`config.mk`:
```
export PLATFORM = sky130hd
export DESIGN_NAME = div32x16_seq
export DESIGN_NICKNAME = d
export VERILOG_FILES = /design/src/rtl/div32x16_seq.sv
export SDC_FILE = /design/constraint.sdc
export NUM_CORES = 1
export LEC_CHECK = 0
export ABC_AREA = 0
export CAP_MARGIN = 20
export CORE_ASPECT_RATIO = 2
export CORE_MARGIN = 3
export CORE_UTILIZATION = 42
export DETAILED_ROUTE_END_ITERATION = 7
export PLACE_DENSITY = 0.75
export SLEW_MARGIN = 20
export SYNTH_ARGS = -nofsm -noshare
export SYNTH_HDL_FRONTEND = slang
export SYNTH_SLANG_ARGS = --single-unit
export TNS_END_PERCENT = 5
```
`constraint.sdc`:
```
create_clock -name clk -period 4.55 [get_ports clk]
set_input_delay 0.6825 -clock clk [delete_from_list [all_inputs] [get_ports clk]]
set_output_delay 0.6825 -clock clk [all_outputs]
set_load 0.005 [all_outputs]
```
`src/rtl/div32x16_seq.sv`:
```
// div32x16_seq: sequential unsigned divider, 32-bit dividend / 16-bit divisor.
// Radix-2 restoring division, one quotient bit per clock, 32 iterations.
// Handshake: a start seen in IDLE or DONE is accepted and latches a/b.
// busy is high for the 32 iteration cycles. done pulses for one cycle
// when q/r become valid, and q/r hold until the next accepted start.
// Optional feature macro: DIV32_DBZ_EN. When it is defined, the dbz port
// exists and a zero divisor completes in one cycle without entering RUN.
module div32x16_seq (
  input  logic        clk,
  input  logic        reset,
  input  logic        start,
  input  logic [31:0] a,
  input  logic [15:0] b,
  output logic        busy,
  output logic        done,
  output logic [31:0] q,
  output logic [15:0] r,
`ifdef DIV32_DBZ_EN
  output logic        dbz,
`endif
  output logic [1:0]  fsm_state
);

  localparam logic [1:0] IDLE = 2'd0;
  localparam logic [1:0] RUN  = 2'd1;
  localparam logic [1:0] DONE = 2'd2;

  logic [1:0]  state;
  logic [4:0]  cnt;
  logic [31:0] d_sh;
  logic [15:0] b_reg;
  logic [15:0] p;
  logic [31:0] q_sh;

  logic [16:0] t;
  logic        ge;
  logic [15:0] p_next;
  logic [31:0] q_next;

  // One restoring step. When t >= b, the true difference is below b,
  // so it fits in 16 bits and a 16-bit wrapping subtract is exact.
  always_comb begin
    t      = {p, d_sh[31]};
    ge     = (t >= {1'b0, b_reg});
    p_next = ge ? (t[15:0] - b_reg) : t[15:0];
    q_next = {q_sh[30:0], ge};
  end

  // Status outputs are decoded directly from the state register.
  always_comb begin
    busy      = (state == RUN);
    done      = (state == DONE);
    fsm_state = state;
  end

  // Control FSM and datapath registers. Reset has priority over everything else.
  always_ff @(posedge clk) begin
    if (reset) begin
      state <= IDLE;
      cnt   <= 5'd0;
      d_sh  <= 32'd0;
      b_reg <= 16'd0;
      p     <= 16'd0;
      q_sh  <= 32'd0;
      q     <= 32'd0;
      r     <= 16'd0;
`ifdef DIV32_DBZ_EN
      dbz   <= 1'b0;
`endif
    end else begin
`ifdef DIV32_DBZ_EN
      dbz <= 1'b0;
`endif
      case (state)
        IDLE, DONE: begin
          if (start) begin
            d_sh  <= a;
            b_reg <= b;
            p     <= 16'd0;
            q_sh  <= 32'd0;
`ifdef DIV32_DBZ_EN
            if (b == 16'd0) begin
              // Zero divisor: report the result immediately and skip RUN.
              state <= DONE;
              cnt   <= 5'd0;
              q     <= 32'hFFFF_FFFF;
              r     <= a[15:0];
              dbz   <= 1'b1;
            end else begin
              state <= RUN;
              cnt   <= 5'd31;
            end
`else
            state <= RUN;
            cnt   <= 5'd31;
`endif
          end else begin
            state <= IDLE;
          end
        end
        RUN: begin
          p    <= p_next;
          d_sh <= {d_sh[30:0], 1'b0};
          q_sh <= q_next;
          if (cnt == 5'd0) begin
            // Last iteration: q and r are registered here so they are visible while done is high.
            state <= DONE;
            q     <= q_next;
            r     <= p_next;
          end else begin
            cnt <= cnt - 5'd1;
          end
        end
        default: state <= IDLE;
      endcase
    end
  end

endmodule

```
==> metrics, run 1 <==
Leakage a little under 3 nW; vias in the first global route 5511; initial antenna violation count 0; CP top delay family buffers and inverters; CP required 3870 ps; clk root buf clkbuf_16; final count of hold timing violations 0; fin area just over 0.008 sq mm; Power Total 3.92 mW; Worst-Margin Slew 951 ps; Flop pwr share 36.9%; part of the power in the clock network between 30% and 40%; Vias 5563; RSZ-0062 raised after global routing false; area of the multi-input gates 0.00304 sq mm; highest clock rate 319 MHz; critical path's largest stage delay 740 ps; Worst-Skew Late Latency 420 ps; Chip Height around 180 um; post-synth cell types 47; DRC viols 0; slowest cell on the critical path nand2b_1; Crit Path Max Fanout 24; # fillers 1409; final non-filler cell total 1040; All-Layer GR Usage 19.3%; Clock Skew roughly 13 ps; Detailed Place HPWL around 11000 um; DR WL/cell 15.2 um; average via count per standard cell about 5.3; Routed WL approximately 16000 um; Fin Hold WS ~450 ps; max capacitance violation total 0; switching fraction of total power roughly a third; Starting Density 43.4%; outcome completed; CTS Hold Buffers Added 0; max_slew headroom approximately 37%; sw power 1.28 mW; Initial DRC Count between 200 and 300; Antenna Nets Post-Route 0; core area 0.0146 sq mm; CP cell instances nand2b_1, inv_1, clkdlybuf4s50_1; CP arrival 2460 ps; IO buf count 102; diode count 0; Area Growth Syn to Fin 27.6%; average size of a mapped cell 8.35 sq um; Cell Rows between 60 and 70; power per cell area slightly below 500 mW/mm^2; Final nets 905; mapped cell area 0.00632 sq mm; pre-CTS setup slack ~1500 ps; final setup fails 0; most frequent cells in the layout dfxtp_1 (150), nand2_1 (141), clkdlybuf4s50_1 (101); Warnings, synthesis 0; Cell Area, Placed around 0.0075 sq mm; layout cells sized above 1 6.25%; CP endpoint kind primary output; register area 0.00300 sq mm; Pre-antenna DRT Iters 5; Die Wd 92.8 um; die area 0.0167 sq mm; Pint 2.63 mW; Seq/Total Area, Yosys 47.5%; Resized Gates After CTS 0; Post-CTS Setup Bufs 0; GPL Wtd Cong 0.905; synthesized net count 827; post-route setup slack 1410 ps; ys flop type dfxtp_1; Cells after Synth around 760; total CTS buffers 17; Inst Count DP 1008; critical path launch point type flop; first-pass GRT wire length 26000 um; Slew Limit Fails 0; Worst-path clk slew 70 ps; Crit Path Class reg -> out; worst min path class reg -> reg; Largest regs d_sh x32, q x32, q_sh x31; combinational share of power 26.7%; Final Cycle Share 69.0%; Synth async-reset ratio 0%; CTS Sinks 150; Reg2Reg Setup Slack roughly 1500 ps; CP Buf/Inv Count 2; final core utilization 55.3%; H-tree depth 4; Top Ports 103; Min Clock Period, post-route around 3100 ps; largest net degree at the start of global routing 72; TNS Setup 0 ps; maximum VDD drop about 0.29 mV; CTS tree done; total grt overflow 0; most common cell after layout, fill and taps aside dfxtp_1; number of synthesized register bits 150; number of synthesized flops with an enable pin 0; Bufs on Longest Clock Path 2
[power groups by stage]
stage / Sequential, mW / Combinational [mW] / Clock (mW)
4_1_cts: 1.45 / 1.05 / 1.45
3_3_place_gp: 1.47 / 1.03 / 0
2_1_floorplan: 1.46 / 0.802 / 0
3_5_place_dp: 1.48 / 1.04 / 0
6_report: 1.45 / 1.05 / 1.42
5_1_grt: 1.45 / 1.16 / 1.50
[worst reg2reg max path: stages (launching register included)]
cell and delay (ps):
dfxtp_1 330, inv_1 70, ha_1 290, nor2b_1 180, o2111ai_1 190, a21oi_1 220, a2bb2oi_1 390, o21a_1 490
buf_4 310, mux2i_1 310, a211oi_1 110
[layer usage]
metal  track usage (%)  part of all wire (%)  wire length [um]  vias to the layer above
met2              34.8                    55              8720                      132
met1              19.8                    37              5800                     2598
met3              3.97                   3.7               593                       45
met5                 0                     0                 0                        -
met4              11.6                   4.7               741                        0
li1                  -                     -                 -                     2788
[final cells by class]
class | instances | share of cell area, %
Clock inverter | 15 | 2.17
Inverter | 25 | 1.16
Tap cell | 192 | 2.98
Multi-Input combinational cell | 532 | 37.7
Clock buffer | 17 | 5.27
Sequential cell | 150 | 37.2
Timing Repair Buffer | 109 | 13.5
[cell usage after synthesis, types with 2 or more instances]
library cell / n / share of area, %
o211ai_1: 4 / 0.47
buf_6: 2 / 0.36
and3_1: 2 / 0.20
a22oi_1: 44 / 5.2
o2111ai_1: 2 / 0.28
mux2i_1: 14 / 2.2
or3_1: 2 / 0.20
nor3_1: 23 / 1.8
and2_1: 2 / 0.20
nor2b_1: 4 / 0.40
o21a_1: 3 / 0.36
or4b_1: 3 / 0.47
nand3b_1: 4 / 0.47
o22ai_1: 19 / 1.9
ha_1: 18 / 3.6
nand2_1: 141 / 8.4
a31oi_1: 2 / 0.20
buf_2: 5 / 0.40
o21ai_0: 26 / 2.1
clkbuf_1: 39 / 2.3
nor4_1: 2 / 0.20
nand2b_1: 4 / 0.40
xnor2_1: 8 / 1.1
nor2_1: 76 / 4.5
inv_1: 25 / 1.5
mux2_2: 2 / 0.36
a211oi_1: 17 / 2.0
a21o_1: 3 / 0.36
nand3_1: 7 / 0.55
buf_1: 4 / 0.24
dfxtp_1: 150 / 47
a21oi_1: 78 / 6.2
xor2_1: 7 / 0.97
o31ai_1: 2 / 0.24
[logic make-up (layout without fill, tap and decap cells)]
logic type / count (synthesis) / in the layout / share of synthesized area, %
buffers and inverters: 75 / 166 / 4.79
adders and majority gates: 19 / 19 / 3.88
and+or+nand+nor: 276 / 276 / 18.6
AOI/OAI and AO/OA: 206 / 206 / 20.6
muxes: 16 / 16 / 2.57
xor gates and xnor gates: 15 / 15 / 2.08
DFF: 150 / 150 / 47.5
[final timing paths]
kind | cells past startpoint | startpoint | to
worst min register to register | 2 | q[19] | q[19]
worst min-delay path | 2 | q[19] | q[19]
worst max-delay path | 3 | fsm_state[1] | busy
worst max register to register | 10 | b_reg[1] | r[9]
Note: power is estimated with default switching activity, not from simulation.
==> inputs of run 2 (changes only) <==
--- a/config.mk
+++ b/config.mk
@@ -11,7 +11,7 @@
 export CORE_MARGIN = 3
 export CORE_UTILIZATION = 42
 export DETAILED_ROUTE_END_ITERATION = 7
-export PLACE_DENSITY = 0.75
+export PLACE_DENSITY = 0.78
 export SLEW_MARGIN = 20
 export SYNTH_ARGS = -nofsm -noshare
 export SYNTH_HDL_FRONTEND = slang
==> constraint.sdc (replaced) <==
create_clock -name clk -period 2.7 [get_ports clk]
set_input_delay 0.405 -clock clk [delete_from_list [all_inputs] [get_ports clk]]
set_output_delay 0.405 -clock clk [all_outputs]
set_load 0.005 [all_outputs]
==> run 2 against run 1 <==
Hold slack lost 1.3 ps. Die area is the same. Design area increased by 2.2%.
==> metrics, run 2 (same netlist as run 1, synthesis figures left out) <==
Vias 5654; initial antenna violation count 0; sw power 2.31 mW; Bufs on Longest Clock Path 2; # fillers 1377; CP arrival 2930 ps; most frequent cells in the layout dfxtp_1 (150), nand2_1 (141), clkdlybuf4s50_1 (101); outcome completed; combinational share of power about 30%; post-route setup slack 96.8 ps; total CTS buffers 17; layout cells sized above 1 8.81%; slowest cell on the critical path dfxtp_1; CTS Sinks 150; Power Total 6.85 mW; Clock Skew 14.6 ps; DR WL/cell 15.9 um; Crit Path Class reg -> reg; most common cell after layout, fill and taps aside dfxtp_1; max_slew headroom 50.7%; clk root buf clkbuf_16; Worst-Margin Slew 739 ps; Chip Height 180 um; max capacitance violation total 0; H-tree depth 4; Largest regs d_sh x32, q x32, q_sh x31; register area 0.00300 sq mm; Slew Limit Fails 0; All-Layer GR Usage 20.5%; CTS tree done; Fin Hold WS 453 ps; Crit Path Max Fanout 4; pre-CTS setup slack between 20 and 25 ps; critical path's largest stage delay 450 ps; CP top delay family compound AO/OA/AOI/OAI gates; GPL Wtd Cong 0.909; total grt overflow 0; TNS Setup 0 ps; worst min path class reg -> reg; diode count 0; Die Wd ~93 um; DRC viols 0; Cell Area, Placed 0.00757 sq mm; vias in the first global route 5497; CP required 3030 ps; Min Clock Period, post-route 2600 ps; maximum VDD drop about 0.45 mV; final setup fails 0; Detailed Place HPWL 12000 um; die area 0.0167 sq mm; Leakage 3.01 nW; Pre-antenna DRT Iters 5; Flop pwr share approximately 36%; final core utilization 56.5%; CP Buf/Inv Count 1; area of the multi-input gates 0.00309 sq mm; switching fraction of total power 33.7%; Final nets 920; part of the power in the clock network 34.4%; highest clock rate 384 MHz; power per cell area around 830 mW/mm^2; Area Growth Syn to Fin 30.4%; Top Ports 103; Worst-path clk slew 70 ps; core area 0.0146 sq mm; Final Cycle Share 96.4%; average via count per standard cell 5.36; Worst-Skew Late Latency 420 ps; RSZ-0062 raised after global routing true; CP cell instances ha_1, nor2b_1, o2111ai_1, a21oi_1, a2bb2oi_1, buf_4, and4_2, o32a_2, a211oi_1; Antenna Nets Post-Route 0; Inst Count DP 1022; fin area 0.00825 sq mm; final non-filler cell total 1055; IO buf count 102; largest net degree at the start of global routing 57; Starting Density between 40% and 50%; Routed WL 16800 um; critical path launch point type flop; Cell Rows 62; Pint 4.54 mW; first-pass GRT wire length 27500 um; Initial DRC Count 224; CTS Hold Buffers Added 0; CP endpoint kind flop; final count of hold timing violations 0
[run 2: cell types whose count changed in the layout (fill, tap and decap cells not counted), moves of 2 or more]
cell,before,now
clkinv_4,0,3
clkinv_8,1,4
buf_4,7,20
inv_6,4,0
buf_12,0,2
mux2i_4,0,2
mux2i_1,14,11
[run 2: routing by layer]
metal  GRT usage [%]  share of wire [%]
met5               0                  0
met4            10.5                4.8
met3            3.64                2.7
met2            37.8                 56
met1            21.7                 37
[run 2: worst register-to-register path: stages (launching register included)]
cell and delay, ps:
dfxtp_1 450, ha_1 290, nor2b_1 150, o2111ai_1 320
a21oi_1 130, a2bb2oi_1 160, buf_4 160, and4_2 250
o32a_2 400, a211oi_1 220
[run 2: final cells by class]
cell class,instances,share of cell area [%]
clock inverters,15,2.15
well taps,192,2.91
multi-input cells,532,37.5
repair buffers,124,14.7
inverters,25,1.14
clock buffers,17,5.16
flip-flops and latches,150,36.4
[run 2: path summary, 6_finish.rpt]
path	slack [ps]	startpoint	depth (start not counted)	to
max	100	p[0]	9	r[15]
min	450	q[6]	2	q[6]
max reg2reg	100	p[0]	9	r[15]
min reg2reg	450	q[6]	2	q[6]
[run 2: power by group through the flow]
stage                     clock network, mW  logic [mW]  registers [mW]
after floorplan                           0        1.35            2.46
after CTS                              2.41        1.92            2.44
after detailed placement                  0        1.90            2.49
after global routing                   2.50        2.24            2.46
after global placement                    0        1.88            2.49
final                                  2.36        2.05            2.45
[run 2: timing repair]
item,4_1_cts,5_1_grt
resized for setup,1,10
setup endpoints to repair,1,32
buffers inserted,0,1
pin swaps,0,2
hold endpoints to repair,0,0
==> inputs of run 3 (changes only) <==
--- a/config.mk
+++ b/config.mk
@@ -7,11 +7,11 @@
 export LEC_CHECK = 0
 export ABC_AREA = 0
 export CAP_MARGIN = 20
-export CORE_ASPECT_RATIO = 2
+export CORE_ASPECT_RATIO = 1.5
 export CORE_MARGIN = 3
 export CORE_UTILIZATION = 42
 export DETAILED_ROUTE_END_ITERATION = 7
-export PLACE_DENSITY = 0.78
+export PLACE_DENSITY = 0.75
 export SLEW_MARGIN = 20
 export SYNTH_ARGS = -nofsm -noshare
 export SYNTH_HDL_FRONTEND = slang
==> constraint.sdc (replaced) <==
create_clock -name clk -period 3.3 [get_ports clk]
set_input_delay 0.495 -clock clk [delete_from_list [all_inputs] [get_ports clk]]
set_output_delay 0.495 -clock clk [all_outputs]
set_load 0.005 [all_outputs]
==> run 3 against run 2 <==
Maximum frequency down 6.9%. Global-route usage fell by 1.4 points. Sequential power is 19% lower. Clock-buffer cell count did not move. Critical endpoint is now p[3]. Highest routed layer unchanged.
==> metrics, run 3 (same netlist as run 1, synthesis figures left out) <==
outcome completed; Bufs on Longest Clock Path 2; total grt overflow 0; power per cell area 660 mW/mm^2; vias in the first global route 5384; Worst-Margin Slew around 950 ps; All-Layer GR Usage 19.1%; Die Wd roughly 110 um; H-tree depth 4; Min Clock Period, post-route 2790 ps; Vias ~5500; worst min path class reg -> reg; highest clock rate 358 MHz; average via count per standard cell 5.25; core area around 0.015 sq mm; CTS Sinks 150; Chip Height between 150 and 200 um; hold depth 2; critical path launch point type flop; CP cell instances inv_1, ha_1, and2_4, nand2_1, or3_1, o211ai_1, o21a_1, buf_4, mux2i_1, o21ai_0; CP top delay family simple AND/OR/NAND/NOR gates; IO buf count 102; Slew Limit Fails 0; Crit Path Class reg -> reg; CP Buf/Inv Count 2; CP endpoint kind flop; final count of hold timing violations 0; Power Total 5.32 mW; post-route setup slack 505 ps; Resized Gates After CTS 0; stages on the worst setup path 10; total CTS buffers 17; slowest cell on the critical path mux2i_1; RSZ-0062 raised after global routing false; final setup fails 0; pre-CTS setup slack approximately 500 ps; Pre-antenna DRT Iters 5; DR WL/cell 14.9 um; CP endpoint p[3]; Cell Rows 54; Detailed Place HPWL 10900 um; Post-CTS Setup Bufs 0; TNS Setup 0 ps; maximum VDD drop 0.411 mV; CTS tree done; CP required about 3600 ps; Reg2Reg Launch Point b_reg[6]; Leakage 2.93 nW; clk root buf clkbuf_16; first-pass GRT wire length 25600 um; most common cell after layout, fill and taps aside dfxtp_1; layout cells sized above 1 6.68%; Top Ports 103; worst-case reg-to-reg path depth 10; CTS Hold Buffers Added 0; die area 0.0166 sq mm; Final nets 910; DRC viols 0; max capacitance violation total 0; Crit Path Max Fanout 9; GPL Wtd Cong 0.879; Routed WL 15600 um; Starting Density 43.1%; Clock Skew 17.3 ps; initial antenna violation count 0; Final Cycle Share a little over four fifths; worst reg2reg path endpoint p[3]; Reg2Reg Setup Slack 510 ps; max_slew headroom 36.4%; Area Growth Syn to Fin 27.6%; Initial DRC Count 272; # fillers between 1000 and 1500; diode count 0; Worst-Skew Late Latency 420 ps; CP arrival 3070 ps; most frequent cells in the layout dfxtp_1 (150), nand2_1 (141), clkdlybuf4s50_1 (101); Largest regs d_sh x32, q x32, q_sh x31; Worst-path clk slew 80 ps; critical path's largest stage delay 420 ps; Antenna Nets Post-Route 0; largest net degree at the start of global routing 91; crit path from b_reg[6]
run 3: layout make-up:
type | instances | area, sq um | area share, %
multi-input combinational | 532 | 3040 | 37.6
sequential | 150 | 3000 | 37.2
timing repair buffer | 114 | 1120 | 13.9
clock buffer | 17 | 425 | 5.27
tap | 196 | 245 | 3.04
clock inverter | 15 | 144 | 1.78
inverter | 25 | 93.8 | 1.16
run 3: report_power, final:
| group | switching, mW | internal [mW] |
|---|---|---|
| registers | 0.0762 | 1.92 |
| clock network | 0.821 | 1.05 |
| logic | 0.812 | 0.641 |
run 3: worst min-delay path, stage by stage (launching register included):
cell and delay (ps):
dfxtp_1 310, nand2_1 50, a21oi_1 50
run 3: worst min-delay path by stage:
stage,from,endpoint,slack [ps]
2_1_floorplan,q_sh[30],q[31],430
3_3_place_gp,q[10],q[10],440
3_5_place_dp,b_reg[7],b_reg[7],450
4_1_cts,d_sh[22],d_sh[22],460
5_1_grt,q[16],q[16],480
6_report,q[16],q[16],450
run 3: per-stage QoR:
stage / hold WS, ps / util [%] / instance area, sq um / cells
2_1_floorplan: 432 / - / 6320 / 757
3_3_place_gp: 442 / 51.1 / 7490 / 1016
3_5_place_dp: 447 / 51.1 / 7500 / 1017
4_1_cts: 456 / 55.0 / 8070 / 1049
5_1_grt: 477 / 55.0 / 8070 / 1049
6_report: 453 / 55.0 / 8070 / 1049
run 3: layer usage:
metal | vias to the layer above | global-route usage, % | part of all wire [%]
li1 | 2799 | - | -
met1 | 2567 | 22.5 | 41
met2 | 121 | 33.8 | 52
met3 | 21 | 3.84 | 3.5
met4 | 0 | 7.90 | 2.6
met5 | - | 0 | 0
==> edit 1: new RTL, flow settings as in run 2 <==
Add an input register stage for `start`, cleared by the reset; this delays it by one clock. The other inputs are not delayed to match.
--- a/src/rtl/div32x16_seq.sv
+++ b/src/rtl/div32x16_seq.sv
@@ -24,6 +24,16 @@
   localparam logic [1:0] IDLE = 2'd0;
   localparam logic [1:0] RUN  = 2'd1;
   localparam logic [1:0] DONE = 2'd2;
+
+  logic start_q;
+
+  always_ff @(posedge clk) begin
+    if (reset) begin
+      start_q <= '0;
+    end else begin
+      start_q <= start;
+    end
+  end
 
   logic [1:0]  state;
   logic [4:0]  cnt;
@@ -73,7 +83,7 @@
 `endif
       case (state)
         IDLE, DONE: begin
-          if (start) begin
+          if (start_q) begin
             d_sh  <= a;
             b_reg <= b;
             p     <= 16'd0;
Check against the original RTL: not equivalent (Yosys sat finds a counterexample within 4 cycles, from zero or initial values and one cycle with reset high).
==> edit 1 against run 2 <==
Area after synthesis barely moved. Critical path depth rose by 3. Routed wire length rose by 1.8%. Worst setup slack improved by 0.10 ns. Total power fell by 11%. Cell area fell by 1.6%. Count of clock-buffer cells in the layout did not move. Combinational power fell by 36%. Sequential cell count rose by 1. Hold slack got worse by 0.0014 ns. Via count rose by 3.5%. Critical path type unchanged.
==> edit 1: results (changes against run 2) <==
Outcome
  • Status: finished clean (unchanged)

Logic synthesis
  • Sequential cell area fraction in the yosys report: 47.8% (was 47.5%)
  • Synth top area cells: sky130_fd_sc_hd__dfxtp_1, sky130_fd_sc_hd__nand2_1, sky130_fd_sc_hd__a21oi_1, sky130_fd_sc_hd__a22oi_1, sky130_fd_sc_hd__nor2_1 (unchanged)
  • Number of instances in the synthesized netlist: 775 (was 757)
  • Ranking of synthesized cells by instance count: sky130_fd_sc_hd__dfxtp_1, sky130_fd_sc_hd__nand2_1, sky130_fd_sc_hd__a21oi_1 (unchanged)
  • Net count after synthesis: 845 (was 827)

Power
  • IR Drop Worst-Case VDD: 0.454 mV (was 0.452 mV)
  • Sw Ratio: 31.1% (was 33.7%)

GRT
  • Vias in the first global route: 5611 (was 5497)
  • Met1 Use GR: 20.8% (was 21.7%)
  • Met2 track demand over resource in global routing: 38.0% (was 37.8%)
  • Met3 Resource Use GR: 3.93% (was 3.64%)
  • Maximum number of pins on one net before global-route repair: 88 (was 57)

Route
  • WL met1: 6.07 mm (was 6.18 mm)
  • Starting DRC count in detailed routing: 245 (was 224)
  • Detailed-route wire length per cell: 16.0 µm (was 15.9 µm)
  • Routed wire length on met2: 9.55 mm (was 9.35 mm)
  • Amount of wire on met3 after detailed routing: 738 µm (was 453 µm)
  • Aggregate routed wire length: 17.1 mm (was 16.8 mm)
  • Number of vias per cell after detailed routing: 5.49 (was 5.36)

Final layout
  • Final-layout fill cell count: 1379 (was 1377)
  • Fraction of layout cells with a size suffix above 1: 6.75% (was 8.81%)
  • Count of nets after finishing: 931 (was 920)

Clocking
  • Cts repair resizes: 0 (was 1)

Placed design
  • Estimated wirelength of the detail-placed design: 12.0 mm (about the same)
  • Placement Setup Slack: 0.303 ns (was 0.0209 ns)

Critical path
  • Crit path to: p[14] (was r[15])
  • Critical path's largest stage delay: 0.42 ns (was 0.45 ns)
  • R2R depth: 12 (was 9)
  • CP max FO: 3 (was 4)
  • Slowest library cell on the worst path: sky130_fd_sc_hd__fa_1 (was sky130_fd_sc_hd__dfxtp_1)

Timing
  • Share of the clock period used by the worst path after layout: 92.7% (was 96.4%)
## edit 1: power groups by stage
stage | Combinational (mW) | Sequential (mW) | Clock [mW]
6_report | 1.31 | 2.40 | 2.39
5_1_grt | 1.45 | 2.41 | 2.52
4_1_cts | 1.30 | 2.40 | 2.43
3_5_place_dp | 1.29 | 2.45 | 0
3_3_place_gp | 1.27 | 2.45 | 0
2_1_floorplan | 0.942 | 2.43 | 0
## edit 1: cell families after synthesis
kind of cell             after synthesis  synth area share [%]
XOR/XNOR                              12                  1.66
AO/OA/AOI/OAI                        234                  22.4
flip-flops                           151                  47.8
adder cells (fa/ha/maj)               19                  3.88
buffers and inverters                 79                  5.13
AND/OR/NAND/NOR                      275                  18.3
multiplexers                           5                 0.792
## edit 1: cell type report
class	instances	area (µm²)	area share (%)
clock inverter	15	169	2.08
multi-input combinational	545	2990	36.9
timing repair buffer	123	1180	14.5
clock buffer	17	425	5.24
sequential	151	3020	37.3
inverter	23	86.3	1.06
tap	192	240	2.96
## edit 1: worst min-delay path by stage
| stage | from | end | slack (ns) | depth (start not counted) |
|---|---|---|---|---|
| finish | q[20] | q[20] | 0.45 | 2 |
| global route | q[20] | q[20] | 0.47 | 2 |
| CTS | reset | r[2] | 0.45 | 4 |
| detailed placement | q[20] | q[20] | 0.45 | 2 |
| global placement | d_sh[24] | d_sh[24] | 0.44 | 2 |
| floorplan | q_sh[30] | q[31] | 0.43 | 2 |
## edit 1: per-stage QoR
step | util [%] | area (µm²) | hold WS, ns
6_report | 55.6 | 8110 | 0.451
5_1_grt | 55.6 | 8110 | 0.474
4_1_cts | 55.6 | 8110 | 0.455
3_5_place_dp | 51.5 | 7520 | 0.446
3_3_place_gp | 51.5 | 7520 | 0.443
2_1_floorplan | - | 6320 | 0.432
==> edit 2: new RTL, settings of run 2 <==
Without the edit above. The option `DIV32_DBZ_EN` is turned on by a define.
--- a/src/rtl/div32x16_seq.sv
+++ b/src/rtl/div32x16_seq.sv
@@ -5,6 +5,8 @@
 // when q/r become valid, and q/r hold until the next accepted start.
 // Optional feature macro: DIV32_DBZ_EN. When it is defined, the dbz port
 // exists and a zero divisor completes in one cycle without entering RUN.
+`define DIV32_DBZ_EN
+
 module div32x16_seq (
   input  logic        clk,
   input  logic        reset,
Formal check against the unedited RTL (old outputs only; new: dbz): not equivalent (a bounded check fails within 4 cycles, from zero or initial values and one cycle with reset high).
==> edit 2 against run 2 <==
Area after synthesis grew 7.5%. Sequential cell count grew 1. Total power shrank 8.5%. Worst setup slack gained 0.066 ns. Synthesized cell count grew 13%. Hold slack lost 0.058 ns. Routed wire length grew 11%. Cell area grew 5.5%.
==> edit 2: results (changes against run 2) <==
Logic synthesis
  • Net count after synthesis: 922 (was 827)
  • Sequential cell area fraction in the yosys report: 44.5% (was 47.5%)
  • Mean Syn Cell Area: 7.98 µm² (was 8.35 µm²)
  • Number of distinct library cells after synthesis: 59 (was 47)
  • Synth top area cells: sky130_fd_sc_hd__dfxtp_1, sky130_fd_sc_hd__nand2_1, sky130_fd_sc_hd__a21oi_1, sky130_fd_sc_hd__nor3_1, sky130_fd_sc_hd__nor2_1 (was sky130_fd_sc_hd__dfxtp_1, sky130_fd_sc_hd__nand2_1, sky130_fd_sc_hd__a21oi_1, sky130_fd_sc_hd__a22oi_1, sky130_fd_sc_hd__nor2_1)

Timing
  • WHS: 0.395 ns (was 0.453 ns)
  • Max_slew headroom: 48.4% (was 50.7%)
  • Fin Clk Skew: 0.00733 ns (was 0.0146 ns)

GRT
  • Wire length of the first global-routing pass: 30.1 mm (was 27.5 mm)
  • Vias in the first global route: 6363 (was 5497)
  • Overall global routing resource usage: 21.6% (was 20.5%)
  • Maximum number of pins on one net before global-route repair: 88 (was 57)

Route
  • WL met1: 6.76 mm (was 6.18 mm)
  • Routed wire length on met2: 10.3 mm (was 9.35 mm)
  • Amount of wire on met3 after detailed routing: 676 µm (was 453 µm)
  • Starting DRC count in detailed routing: 328 (was 224)
  • Count of TritonRoute iterations in the first routing pass: 5 (unchanged)
  • Vias: 6461 (was 5654)
  • Detailed-route wire length per cell: 16.1 µm (was 15.9 µm)

Critical path
  • Critical path's largest stage delay: 0.38 ns (was 0.45 ns)
  • Arrival time worst endpoint: 2.87 ns (was 2.93 ns)
  • Slowest library cell on the worst path: sky130_fd_sc_hd__ha_1 (was sky130_fd_sc_hd__dfxtp_1)
  • CP max FO: 19 (was 4)
  • Slack of the worst reg-to-reg path: 0.16 ns (was 0.1 ns)

Final layout
  • Count of nets after finishing: 1013 (was 920)
  • Fraction of layout cells with a size suffix above 1: 8.38% (was 8.81%)

Power
  • IR Drop Worst-Case VDD: 0.475 mV (was 0.452 mV)
  • Standby leakage power: 3.13 nW (was 3.01 nW)

Placed design
  • Global placer's final weighted congestion: 0.893 (was 0.909)
  • Port-buffer cells: 103 (was 102)
  • Estimated wirelength of the detail-placed design: 13.0 mm (was 12.0 mm)

Clocking
  • Cts repair resizes: 0 (was 1)
  • Source-to-sink clock delay at the later pin of the worst-skew pair: 0.42 ns (about the same)
  • Deepest clock path buffer count: 2 (unchanged)

Min path
  • Hold crit path type: primary input to flip-flop (was flip-flop to flip-flop)

Outcome
  • Status: finished clean (unchanged)
[edit 2: cell types whose count changed in the layout (fill, tap and decap cells not counted), sizes merged, moves of 5 or more]
cell,run 2,this run
o221ai,0,5
o22ai,19,11
nor3,23,67
nand2,141,163
buf,23,31
a22oi,44,27
nand3,7,12
o21ai,26,31
a21oi,78,95
a211oi,17,4
a311oi,0,16
inv,32,26
[edit 2: where the power goes]
part           switching [mW]  internal (mW)
Clock                   0.928           1.29
Sequential             0.0973           2.38
Combinational           0.882          0.699
[edit 2: worst register-to-register path: cells and delay by family, from the launching register on]
family / cells / cell delay [ns]
simple gates: 2 / 0.51
mux: 1 / 0.33
flops: 1 / 0.32
fa+ha+maj: 1 / 0.38
compound gates: 4 / 0.68
buf+inv: 2 / 0.23
[edit 2: cell type report]
| class | instances | area (µm²) |
|---|---|---|
| sequential | 151 | 3020 |
| clock buffer | 20 | 447 |
| tap | 201 | 251 |
| clock inverter | 11 | 103 |
| multi-input combinational | 614 | 3470 |
| timing repair buffer | 133 | 1310 |
| inverter | 26 | 97.6 |
| fill | 1511 | 7160 |
[edit 2: final timing paths]
path                            depth (start not counted)       from            to
worst max-delay path                                   10  b_reg[11]          p[0]
worst min-delay path                                    2      reset  fsm_state[1]
worst max register to register                         10  b_reg[11]          p[0]
worst min register to register                          2   b_reg[5]      b_reg[5]
[edit 2: cell families (layout without fill, tap and decap cells)]
family                     Yosys count  in the layout  synth area share [%]
and+or+nand+nor                    341            341                  21.6
xor gates and xnor gates            11             11                  1.42
buffers and inverters               87            190                  5.19
adders and majority gates           19             19                  3.61
muxes                               14             14                  2.21
AOI/OAI and AO/OA                  229            229                  21.5
DFF                                151            151                  44.5
[edit 2: per-layer routing]
metal / up-vias / track usage (%)
met5: - / 0
met4: 0 / 12.5
met3: 70 / 3.36
met2: 202 / 40.4
met1: 3021 / 21.9
li1: 3168 / -
[edit 2: metrics by stage]
step,setup slack (ns),cells,utilization (%),cell area [µm²],power (mW)
2_1_floorplan,0.399,852,-,6800,3.54
3_3_place_gp,0.123,1125,51.3,8140,4.04
3_5_place_dp,0.0400,1125,51.3,8140,4.07
4_1_cts,0.0903,1156,54.8,8690,6.29
5_1_grt,0.0344,1156,54.9,8700,6.57
6_report,0.163,1156,54.9,8700,6.27
